<file path="config.mk">
export PLATFORM = sky130hd
export DESIGN_NAME = serial_subtractor
export DESIGN_NICKNAME = d
export VERILOG_FILES = /design/src/rtl/arith_pkg.sv /design/src/rtl/full_subtractor.sv /design/src/rtl/serial_subtractor.sv
export SDC_FILE = /design/constraint.sdc
export NUM_CORES = 1
export LEC_CHECK = 0
export ABC_AREA = 1
export CELL_PAD_IN_SITES_DETAIL_PLACEMENT = 0
export CELL_PAD_IN_SITES_GLOBAL_PLACEMENT = 1
export CORE_ASPECT_RATIO = 1.1
export CORE_MARGIN = 5
export CORE_UTILIZATION = 35
export DETAILED_ROUTE_END_ITERATION = 16
export GPL_TIMING_DRIVEN = 0
export MAX_ROUTING_LAYER = met4
export PLACE_DENSITY_LB_ADDON = 0.1
export SKIP_LAST_GASP = 1
export SLEW_MARGIN = 5
export SYNTH_ARGS = -nofsm -noshare
export SYNTH_HDL_FRONTEND = slang
export SYNTH_HIERARCHICAL = 1
export SYNTH_SLANG_ARGS = --single-unit
</file>
<file path="constraint.sdc">
create_clock -name clk -period 1.74 [get_ports clk]
set_input_delay 0.348 -clock clk [delete_from_list [all_inputs] [get_ports clk]]
set_output_delay 0.348 -clock clk [all_outputs]
set_load 0.01 [all_outputs]
</file>
<file path="src/rtl/arith_pkg.sv">
// Shared arithmetic definitions for the ripple adder and serial subtractor paths.
package arith_pkg;

  localparam int unsigned ARITH_WIDTH = 4;

  typedef enum logic [1:0] {
    ST_IDLE = 2'd0,
    ST_RUN  = 2'd1,
    ST_DONE = 2'd2
  } sub_state_e;

endpackage : arith_pkg

</file>
<file path="src/rtl/full_subtractor.sv">
// Single-bit full subtractor cell: d = x - y - bin, with borrow out.
module full_subtractor (
  input  logic x,
  input  logic y,
  input  logic bin,
  output logic d,
  output logic bout
);

  assign d    = x ^ y ^ bin;
  assign bout = (~x & y) | (~(x ^ y) & bin);

endmodule : full_subtractor

</file>
<file path="src/rtl/serial_subtractor.sv">
// Bit-serial a - b - bin: one full-subtractor cell, LSB first, WIDTH cycles per operation.
module serial_subtractor
  import arith_pkg::*;
#(
  parameter int unsigned WIDTH = ARITH_WIDTH
) (
  input  logic             clk,
  input  logic             rst_n,
  input  logic             start,
  input  logic [WIDTH-1:0] a,
  input  logic [WIDTH-1:0] b,
  input  logic             bin,
  output logic             busy,
  output logic             done,
  output logic [WIDTH-1:0] diff,
  output logic             bout
);

  localparam int unsigned CW = (WIDTH > 1) ? $clog2(WIDTH) : 1;
  localparam logic [CW-1:0] LAST_BIT = CW'(WIDTH - 1);

  sub_state_e       state_q, state_d;
  logic [CW-1:0]    cnt_q, cnt_d;
  logic [WIDTH-1:0] a_sh_q, a_sh_d;
  logic [WIDTH-1:0] b_sh_q, b_sh_d;
  logic [WIDTH-2:0] d_sh_q, d_sh_d;
  logic             borrow_q, borrow_d;
  logic [WIDTH-1:0] diff_q, diff_d;
  logic             bout_q, bout_d;
  logic             busy_q, busy_d;
  logic             done_q, done_d;

  logic             cell_d;
  logic             cell_bo;
  logic [WIDTH-1:0] d_full;

  full_subtractor u_cell (
    .x    (a_sh_q[0]),
    .y    (b_sh_q[0]),
    .bin  (borrow_q),
    .d    (cell_d),
    .bout (cell_bo)
  );

  // The last result bit goes straight to diff, so the shift register is one bit short.
  assign d_full = {cell_d, d_sh_q};

  always_comb begin
    state_d  = state_q;
    cnt_d    = cnt_q;
    a_sh_d   = a_sh_q;
    b_sh_d   = b_sh_q;
    d_sh_d   = d_sh_q;
    borrow_d = borrow_q;
    diff_d   = diff_q;
    bout_d   = bout_q;
    busy_d   = 1'b0;
    done_d   = 1'b0;

    case (state_q)
      ST_IDLE, ST_DONE: begin
        if (start) begin
          a_sh_d   = a;
          b_sh_d   = b;
          borrow_d = bin;
          cnt_d    = '0;
          state_d  = ST_RUN;
          busy_d   = 1'b1;
        end else begin
          state_d  = ST_IDLE;
        end
      end
      ST_RUN: begin
        a_sh_d   = a_sh_q >> 1;
        b_sh_d   = b_sh_q >> 1;
        d_sh_d   = d_full[WIDTH-1:1];
        borrow_d = cell_bo;
        if (cnt_q == LAST_BIT) begin
          diff_d  = d_full;
          bout_d  = cell_bo;
          state_d = ST_DONE;
          done_d  = 1'b1;
        end else begin
          cnt_d   = cnt_q + CW'(1);
          busy_d  = 1'b1;
        end
      end
      default: begin
        state_d = ST_IDLE;
      end
    endcase
  end

  always_ff @(posedge clk or negedge rst_n) begin
    if (!rst_n) begin
      state_q  <= ST_IDLE;
      cnt_q    <= '0;
      a_sh_q   <= '0;
      b_sh_q   <= '0;
      d_sh_q   <= '0;
      borrow_q <= 1'b0;
      diff_q   <= '0;
      bout_q   <= 1'b0;
      busy_q   <= 1'b0;
      done_q   <= 1'b0;
    end else begin
      state_q  <= state_d;
      cnt_q    <= cnt_d;
      a_sh_q   <= a_sh_d;
      b_sh_q   <= b_sh_d;
      d_sh_q   <= d_sh_d;
      borrow_q <= borrow_d;
      diff_q   <= diff_d;
      bout_q   <= bout_d;
      busy_q   <= busy_d;
      done_q   <= done_d;
    end
  end

  assign busy = busy_q;
  assign done = done_q;
  assign diff = diff_q;
  assign bout = bout_q;

endmodule : serial_subtractor

</file>
==> results of run 1 <==
-- kinds of logic (layout without fill, tap and decap cells) --
| family | count (synthesis) | after routing |
|---|---|---|
| AOI/OAI and AO/OA | 9 | 9 |
| adders and majority gates | 2 | 2 |
| buffers and inverters | 31 | 53 |
| DFF | 23 | 23 |
| and+or+nand+nor | 60 | 60 |
-- metrics by stage --
stage          cell area (sq um)  util [%]  hold slack (ns)  worst slack, ns
6_report                    1320      44.2            0.490            0.173
5_1_grt                     1320      44.2            0.505            0.110
4_1_cts                     1320      44.2            0.498            0.160
3_5_place_dp                1300      43.3            0.466           0.0482
3_3_place_gp                1300      43.3            0.463           0.0766
2_1_floorplan               1070         -           0.0524            0.613
-- cell usage after synthesis, drive strengths merged --
| library cell | count | area share (%) |
|---|---|---|
| dfrtp | 23 | 54 |
| nand3 | 17 | 7.9 |
| inv | 28 | 9.8 |
| fa | 1 | 1.9 |
| nand3b | 1 | 0.70 |
| buf | 3 | 3.1 |
| nand2 | 42 | 16 |
| o21ai | 9 | 5.6 |
| ha | 1 | 1.2 |
-- routing by layer --
metal  vias to the layer above  GRT usage (%)  wire (um)
li1                        417              -          -
met1                       351           13.6        990
met2                        15           18.0        880
met3                         4           2.30         83
met4                         0           4.77         29
met5                         -              -          0
-- state kept, by name, indices dropped and copies added (netlist names) --
name / count
diff: 4
busy: 1
d_sh_q: 3
cnt_q: 2
bout: 1
borrow_q: 1
done: 1
b_sh_q: 4
state_q: 2
a_sh_q: 4
-- path summary, 6_finish.rpt --
check | startpoint | slack (ns) | cells after the start | endpoint
max | bout$_DFFE_PN0P_ | 0.17 | 1 | bout
min | d_sh_q[0]$_DFFE_PN0N_ | 0.49 | 2 | diff[0]$_DFFE_PN0P_
max reg2reg | b_sh_q[0]$_DFFE_PN0P_ | 0.54 | 7 | borrow_q$_DFFE_PN0P_
min reg2reg | d_sh_q[0]$_DFFE_PN0N_ | 0.49 | 2 | diff[0]$_DFFE_PN0P_
max in group asynchronous | rst_n | 0.52 | 1 | state_q[1]$_DFFE_PN0P_
min in group asynchronous | rst_n | 0.59 | 1 | b_sh_q[2]$_DFFE_PN0P_
-- report_power, final --
group          leakage (uW)  internal (uW)  switching (uW)
Sequential         0.000287            783             115
Combinational      0.000421            500             660
Clock             0.0000150           89.4             162
Total              0.000723           1370             937
-- area by class of cell --
class / count / area, sq um / share of cell area, %
buffer: 3 / 33.8 / 2.55
clock buffer: 4 / 26.3 / 1.98
inverter: 28 / 105 / 7.94
multi-input combinational: 71 / 360 / 27.2
sequential: 23 / 576 / 43.5
tap: 34 / 42.5 / 3.21
timing repair buffer: 18 / 180 / 13.6
==> flow_summary.json, run 1 <==
{
  "cts_setup_buffers": 0,
  "grt_first_pass_wirelength_um": 3690,
  "cts_sinks": 23,
  "clk_pin_slew_worst_paths_ns": 0.14,
  "netlist_instances": 125,
  "synth_top_family_by_area": "simple AND/OR/NAND/NOR gates",
  "rsz0062_at_grt": "false",
  "crit_type": "flop to output pin",
  "drt-total-wl_um": 1980,
  "synth_warnings": 6,
  "drv_cap": 0,
  "layout-drive-gt1-share_pct": 10.2,
  "critPathMaxFanout": 2,
  "hpwl_um": 1390,
  "io_buffers": 18,
  "core_area_sq_mm": 0.00300,
  "vias_per_cell": 4.35,
  "dp.cells": 177,
  "drt.antenna.violating_nets": 0,
  "synthMuxAreaShare_pct": 0,
  "grt_usage_pct": 11.1,
  "maxSlewViolCount": 0,
  "wl_per_cell_um": 11.0,
  "final_cell_mix": "nand2_1 (39), inv_1 (26), dfrtp_1 (23)",
  "ir_drop_uv": 720,
  "gp_congestion": 0.745,
  "crit_required_ns": 1.39,
  "grt_max_degree": 24,
  "synth_area_sq_mm": 0.00107,
  "root_buffer": "clkbuf_4",
  "synth_seq_cells": 23,
  "yosysSeqAreaShare_pct": 53.6,
  "clockBufferDepth": 2,
  "drt_iter0_drc": 54,
  "syn_nets": 139,
  "synthXorXnorAreaFrac_pct": 0,
  "status": "finished clean",
  "antenna_found_initial": 0,
  "synthAdderAreaFrac_pct": 3.03,
  "hold_viol": 0,
  "row_count": 21,
  "htree_num_levels": 1,
  "syn_to_final_growth_pct": 23.2,
  "ios": 19,
  "setup_tns_ns": 0,
  "critPathBufInv": 1,
  "path_cells": "clkdlybuf4s50_1",
  "p_leak_uw": 0.000723,
  "synthSimpleGateAreaFrac_pct": 24.9,
  "startpoint_type": "flop",
  "fill_cells": 319,
  "cts_tree": "yes",
  "cts_buffers": 3,
  "slew-limit-headroom_pct": 30.0,
  "max_stage_delay_ns": 0.54,
  "power.density_mw_per_mm2": 1750,
  "nets": 162,
  "crit_arrival_ns": 1.22,
  "die_area_sq_mm": 0.00428,
  "synthDistinctLibCells": 14,
  "setup_violations": 0,
  "final_common_cell": "nand2_1",
  "die_w_um": 62.8,
  "fin_cells": 181,
  "worstSkewPairLatency_ns": 0.31,
  "initial_core_util_pct": 35.9,
  "hp-class": "flop to flop",
  "syn_area_per_cell_sq_um": 8.60,
  "grt-ovfl-total": 0,
  "min_period_over_period_pct": 90.1,
  "grt_pass1_vias": 841,
  "post_cts_resized": 0,
  "critPathTopFamily": "buffers and inverters",
  "min_period_ns": 1.57,
  "dr.pass1.iters": 4,
  "finalPower_uw": 2310,
  "slowest_stage": "clkdlybuf4s50_1",
  "fmax_mhz": 638,
  "via_count": 787,
  "diodes": 0,
  "synth_compound_area_share_pct": 5.59,
  "drc": 0,
  "tightest_slew_ns": 1.05,
  "final.setup_skew_ns": 0.0119,
  "die_y_um": 68.1,
  "cts-hold-fix-buffers": 0,
  "cp-end-kind": "output pin"
}
No activity file was read; power rests on OpenSTA's default activity.
==> inputs of run 2 (changes only) <==
- CORE_UTILIZATION: 35 -> 41
- REMOVE_ABC_BUFFERS: not set -> 1
==> run 2 against run 1 <==
Clock skew shrank 0.0010 ns. Via count stayed put. Highest routed layer unchanged. Sequential power grew 4.8%. Critical path depth unchanged. First-iteration DRC count shrank 67%. Global-route usage up 0.67 points. Wire length fell by 4.2%. Die area shrank 12%. Final cell count decreased by 3.3%. Sequential share of layout area is 1.3 points higher. Flip-flop and latch count stayed put. Worst hold slack gained 0.0026 ns.
==> flow_summary.json, run 2 (synthesized netlist as in run 1, its figures left out) <==
{
  "min_period_over_period_pct": 90.3,
  "dr.pass1.iters": 4,
  "met2_usage_pct": 18.1,
  "die_y_um": 63.7,
  "drt_iter0_drc": 18,
  "grt.busiest_layer": "met2",
  "setup_tns_ns": 0,
  "diodes": 0,
  "final_cell_mix": "nand2_1 (39), inv_1 (26), dfrtp_1 (23)",
  "critPathTopFamily": "buffers and inverters",
  "rsz0062_at_grt": "false",
  "critPathMaxFanout": 2,
  "reg2reg_slack_ns": 0.30,
  "fill_cells": 248,
  "drc": 0,
  "gp_congestion": 0.695,
  "power.density_mw_per_mm2": 1750,
  "drt-total-wl_um": 1900,
  "root_buffer": "clkbuf_4",
  "grt_util_met1_pct": 14.9,
  "die_w_um": 58.8,
  "grt_first_pass_wirelength_um": 3390,
  "clk_pin_slew_worst_paths_ns": 0.13,
  "row_count": 19,
  "cp-end-kind": "output pin",
  "nets": 159,
  "io_buffers": 18,
  "grt_pass1_vias": 779,
  "status": "finished clean",
  "cts-hold-fix-buffers": 0,
  "layout-drive-gt1-share_pct": 8.33,
  "final.setup_skew_ns": 0.0109,
  "clockBufferDepth": 2,
  "fin_cells": 175,
  "ir_drop_uv": 874,
  "grt_max_degree": 24,
  "critPathBufInv": 1,
  "core_area_sq_mm": 0.00250,
  "tightest_slew_ns": 1.02,
  "grt_usage_pct": 11.8,
  "drv_cap": 0,
  "path_cells": "clkdlybuf4s50_1",
  "cts_buffers": 3,
  "via_count": 787,
  "die_area_sq_mm": 0.00375,
  "max_stage_delay_ns": 0.54,
  "post_cts_resized": 0,
  "final_common_cell": "nand2_1",
  "maxSlewViolCount": 0,
  "crit_arrival_ns": 1.22,
  "vias_per_cell": 4.50,
  "hp-class": "flop to flop",
  "hold_viol": 0,
  "cts_sinks": 23,
  "slowest_stage": "clkdlybuf4s50_1",
  "antenna_found_initial": 0,
  "cts_tree": "yes",
  "worstSkewPairLatency_ns": 0.30,
  "fmax_mhz": 636,
  "grt_util_met3_pct": 2.24,
  "finalPower_uw": 2250,
  "drt.antenna.violating_nets": 0,
  "min_period_ns": 1.57,
  "initial_core_util_pct": 43.1,
  "p_leak_uw": 0.000705,
  "grt-ovfl-total": 0,
  "dp.cells": 171,
  "wl_per_cell_um": 10.9,
  "crit_required_ns": 1.39,
  "hpwl_um": 1350,
  "cts_setup_buffers": 0,
  "syn_to_final_growth_pct": 19.7,
  "htree_num_levels": 1,
  "setup_violations": 0,
  "startpoint_type": "flop",
  "crit_type": "flop to output pin",
  "ios": 19,
  "slew-limit-headroom_pct": 31.5
}
[run 2: final cells by class]
type | count | area, sq um | area share (%)
inverters | 28 | 105 | 8.17
flip-flops and latches | 23 | 576 | 44.7
repair buffers | 18 | 180 | 14.0
clock buffers | 4 | 26.3 | 2.04
multi-input cells | 71 | 360 | 28.0
well taps | 31 | 38.8 | 3.02
[run 2: worst paths after layout]
check / from / endpoint / cells after the start
worst max register to register: state_q[0]$_DFFE_PN0P_ / diff[3]$_DFFE_PN0P_ / 3
max in group asynchronous: rst_n / cnt_q[1]$_DFFE_PN0P_ / 1
min in group asynchronous: rst_n / borrow_q$_DFFE_PN0P_ / 1
worst min-delay path: diff[3]$_DFFE_PN0P_ / diff[3]$_DFFE_PN0P_ / 2
worst min register to register: diff[3]$_DFFE_PN0P_ / diff[3]$_DFFE_PN0P_ / 2
worst max-delay path: diff[1]$_DFFE_PN0P_ / diff[1] / 1
[run 2: power breakdown]
group / switching, uW / internal, uW
registers: 157 / 783
clock network: 151 / 89.2
logic: 626 / 443
[run 2: per-layer routing]
layer  routed length, um  up-vias  part of all wire, %
li1                    -      413                    -
met1                 885      359                   47
met2                 915       13                   48
met3                  83        2                  4.4
met4                  17        0                 0.89
met5                   0        -                    0
[run 2: stage by stage]
step	hold slack (ns)	utilization [%]	setup slack (ns)	area, sq um
floorplan	0.0524	-	0.553	1040
global placement	0.461	50.5	0.0997	1260
detailed placement	0.466	50.5	0.0843	1260
CTS	0.497	51.5	0.142	1290
global route	0.522	51.5	0.113	1290
finish	0.492	51.5	0.168	1290
==> inputs of run 3 (changes only) <==
- ABC_AREA: 1 -> not set
- CORE_UTILIZATION: 41 -> 47
- CTS_BUF_LIST: not set -> sky130_fd_sc_hd__clkbuf_8
==> run 3 against run 2 <==
Non-clock buffer count did not move. Total power decreased by 1.7%. Sequential power grew 9%. Combinational power shrank 20%. Synthesized cell count fell by 34%. Wire length shrank 3.9%. Worst hold slack better by 0.016 ns. Critical path depth rose by 2. Cell area up 4.5%. Final cell count fell by 26%. Setup slack worse by 0.039 ns. First-iteration DRC count is 89% lower. Largest power group is now registers.
==> flow_summary.json, run 3 <==
{
  "cts-hold-fix-buffers": 0,
  "cts_sinks": 23,
  "die_y_um": 60.9,
  "ir_drop_uv": 1170,
  "grt_usage_pct": 12.8,
  "p_seq_share_pct": 46.1,
  "wl_per_cell_um": 14.0,
  "crit_type": "flop to flop",
  "startpoint_type": "flop",
  "dr.pass1.iters": 2,
  "setup_violations": 0,
  "maxSlewViolCount": 0,
  "grt-ovfl-total": 0,
  "synth_warnings": 6,
  "gp_congestion": 0.684,
  "p_comb_share_pct": 38.9,
  "core_area_sq_mm": 0.00225,
  "synth_top_area_cell": "dfrtp_1",
  "via_count": 675,
  "grt_max_degree": 24,
  "critPathMaxFanout": 15,
  "cp-end-kind": "flop",
  "cts_buffers": 3,
  "drt.antenna.violating_nets": 0,
  "netlist_top_cells_count": "dfrtp_1 (23), mux2i_1 (23), mux2_2 (10), inv_1 (6), buf_2 (3)",
  "synth_top_area_share_pct": 52.1,
  "synthFlopType": "dfrtp_1",
  "crit_arrival_ns": 1.77,
  "final.setup_skew_ns": 0.00276,
  "async_flop_share_pct": 100,
  "netlist_instances": 82,
  "syn_area_per_cell_sq_um": 13.5,
  "row_count": 18,
  "drt_iter0_drc": 2,
  "htree_num_levels": 1,
  "grt_first_pass_wirelength_um": 3260,
  "antenna_found_initial": 0,
  "min_period_ns": 1.61,
  "internal_power_uw": 1480,
  "synth_area_leaders": "dfrtp_1 (52%), mux2i_1 (21%), mux2_2 (10%)",
  "drv_cap": 0,
  "power.density_mw_per_mm2": 1640,
  "reg2reg_slack_ns": 0.13,
  "fill_cells": 189,
  "power.switching_uw": 730,
  "hpwl_um": 1270,
  "final_cell_mix": "mux2i_1 (23), dfrtp_1 (22), clkdlybuf4s50_1 (18)",
  "fmax_mhz": 621,
  "synth_area_sq_mm": 0.00110,
  "min_period_over_period_pct": 92.6,
  "die_w_um": 56.2,
  "tightest_slew_ns": 1.00,
  "worstSkewPairLatency_ns": 0.26,
  "switching_share_pct": 33.0,
  "crit_required_ns": 1.89,
  "post_cts_resized": 1,
  "slew-limit-headroom_pct": 32.9,
  "p_leak_uw": 0.000623,
  "root_buffer": "clkbuf_8",
  "diodes": 0,
  "initial_core_util_pct": 49.1,
  "status": "finished clean",
  "io_buffers": 18,
  "rsz0062_at_grt": "false",
  "syn_to_final_growth_pct": 21.6,
  "post-route-util_pct": 59.7,
  "timing.hold.ws_ns": 0.508,
  "layout-drive-gt1-share_pct": 18.0,
  "drc": 0,
  "vias_per_cell": 5.19,
  "pwr-share-clk_pct": 15.0,
  "grt_pass1_vias": 682,
  "drt-total-wl_um": 1830,
  "hp-class": "flop to flop",
  "yosysSeqAreaShare_pct": 52.1,
  "clk_pin_slew_worst_paths_ns": 0.08,
  "synth_edf_count": 0,
  "synthDistinctLibCells": 20,
  "nets": 115,
  "ios": 19,
  "cts_tree": "yes",
  "die_area_sq_mm": 0.00342,
  "final_common_cell": "mux2i_1",
  "hold_viol": 0,
  "cts_setup_buffers": 0,
  "synth_seq_cells": 23,
  "clockBufferDepth": 2
}
[run 3: cell types whose count changed after synthesis, moves of 2 or more]
cell     delta
inv_2       -2
buf_2       +3
buf_6       -2
mux2i_1    +23
o21ai_1     -2
inv_1      -20
nand2_4     -2
nand3_1    -15
o21ai_2     -4
mux2_2     +10
nand2_1    -38
[run 3: path summary, 6_finish.rpt]
path / start / endpoint / cells past startpoint
max reg2reg: state_q[1]$_DFFE_PN0P_ / diff[0]$_DFFE_PN0P_ / 3
max in group asynchronous: rst_n / state_q[0]$_DFFE_PN0P_ / 1
max: state_q[1]$_DFFE_PN0P_ / diff[0]$_DFFE_PN0P_ / 3
min: bout$_DFFE_PN0P_ / bout$_DFFE_PN0P_ / 1
min reg2reg: bout$_DFFE_PN0P_ / bout$_DFFE_PN0P_ / 1
min in group asynchronous: rst_n / b_sh_q[2]$_DFFE_PN0P_ / 1
[run 3: final cells by class]
cell class | instances | area (sq um) | share of cell area, %
Inverter | 6 | 22.5 | 1.68
Tap cell | 30 | 37.5 | 2.79
Multi-Input combinational cell | 49 | 480 | 35.8
Clock buffer | 3 | 41.3 | 3.07
Clock inverter | 1 | 5.00 | 0.372
Timing Repair Buffer | 18 | 180 | 13.4
Sequential cell | 23 | 577 | 42.9
[run 3: critical path: stages (launching register included)]
cell and delay [ns]:
dfrtp_1 0.61, nand3b_2 0.42, inv_1 0.14, mux2_2 0.34
[run 3: stage by stage]
| step | worst slack (ns) | TNS [ns] | power, uW | std cells | area (sq um) |
|---|---|---|---|---|---|
| after floorplan | 0.292 | 0 | 1570 | 78 | 1080 |
| after global routing | 0.0354 | 0 | 2400 | 130 | 1340 |
| final | 0.129 | 0 | 2210 | 130 | 1340 |
| after CTS | 0.111 | 0 | 2250 | 130 | 1340 |
| after global placement | -0.130 | -0.223 | 1870 | 126 | 1300 |
| after detailed placement | -0.127 | -0.316 | 1910 | 126 | 1300 |
[run 3: cell families (layout without fill, tap and decap cells)]
logic type,count (synthesis),in the layout,share of synthesized area [%]
compound gates,5,5,3.51
fa+ha+maj,2,2,2.94
buf+inv,10,28,4.42
flops,23,23,52.1
mux,33,33,31.0
simple gates,9,9,6.00
[run 3: metal layers]
metal	share of wire [%]	global-route usage, %	vias up
li1	-	-	330
met1	46	16.7	330
met2	49	20.0	13
met3	3.3	2.34	2
met4	1.9	5.08	0
met5	0	-	-
[run 3: power by group through the flow]
stage / combinational [uW] / sequential (uW) / clock (uW)
2_1_floorplan: 557 / 1010 / 0
3_3_place_gp: 846 / 1020 / 0
3_5_place_dp: 878 / 1030 / 0
4_1_cts: 881 / 1030 / 345
5_1_grt: 966 / 1070 / 367
6_report: 860 / 1020 / 332
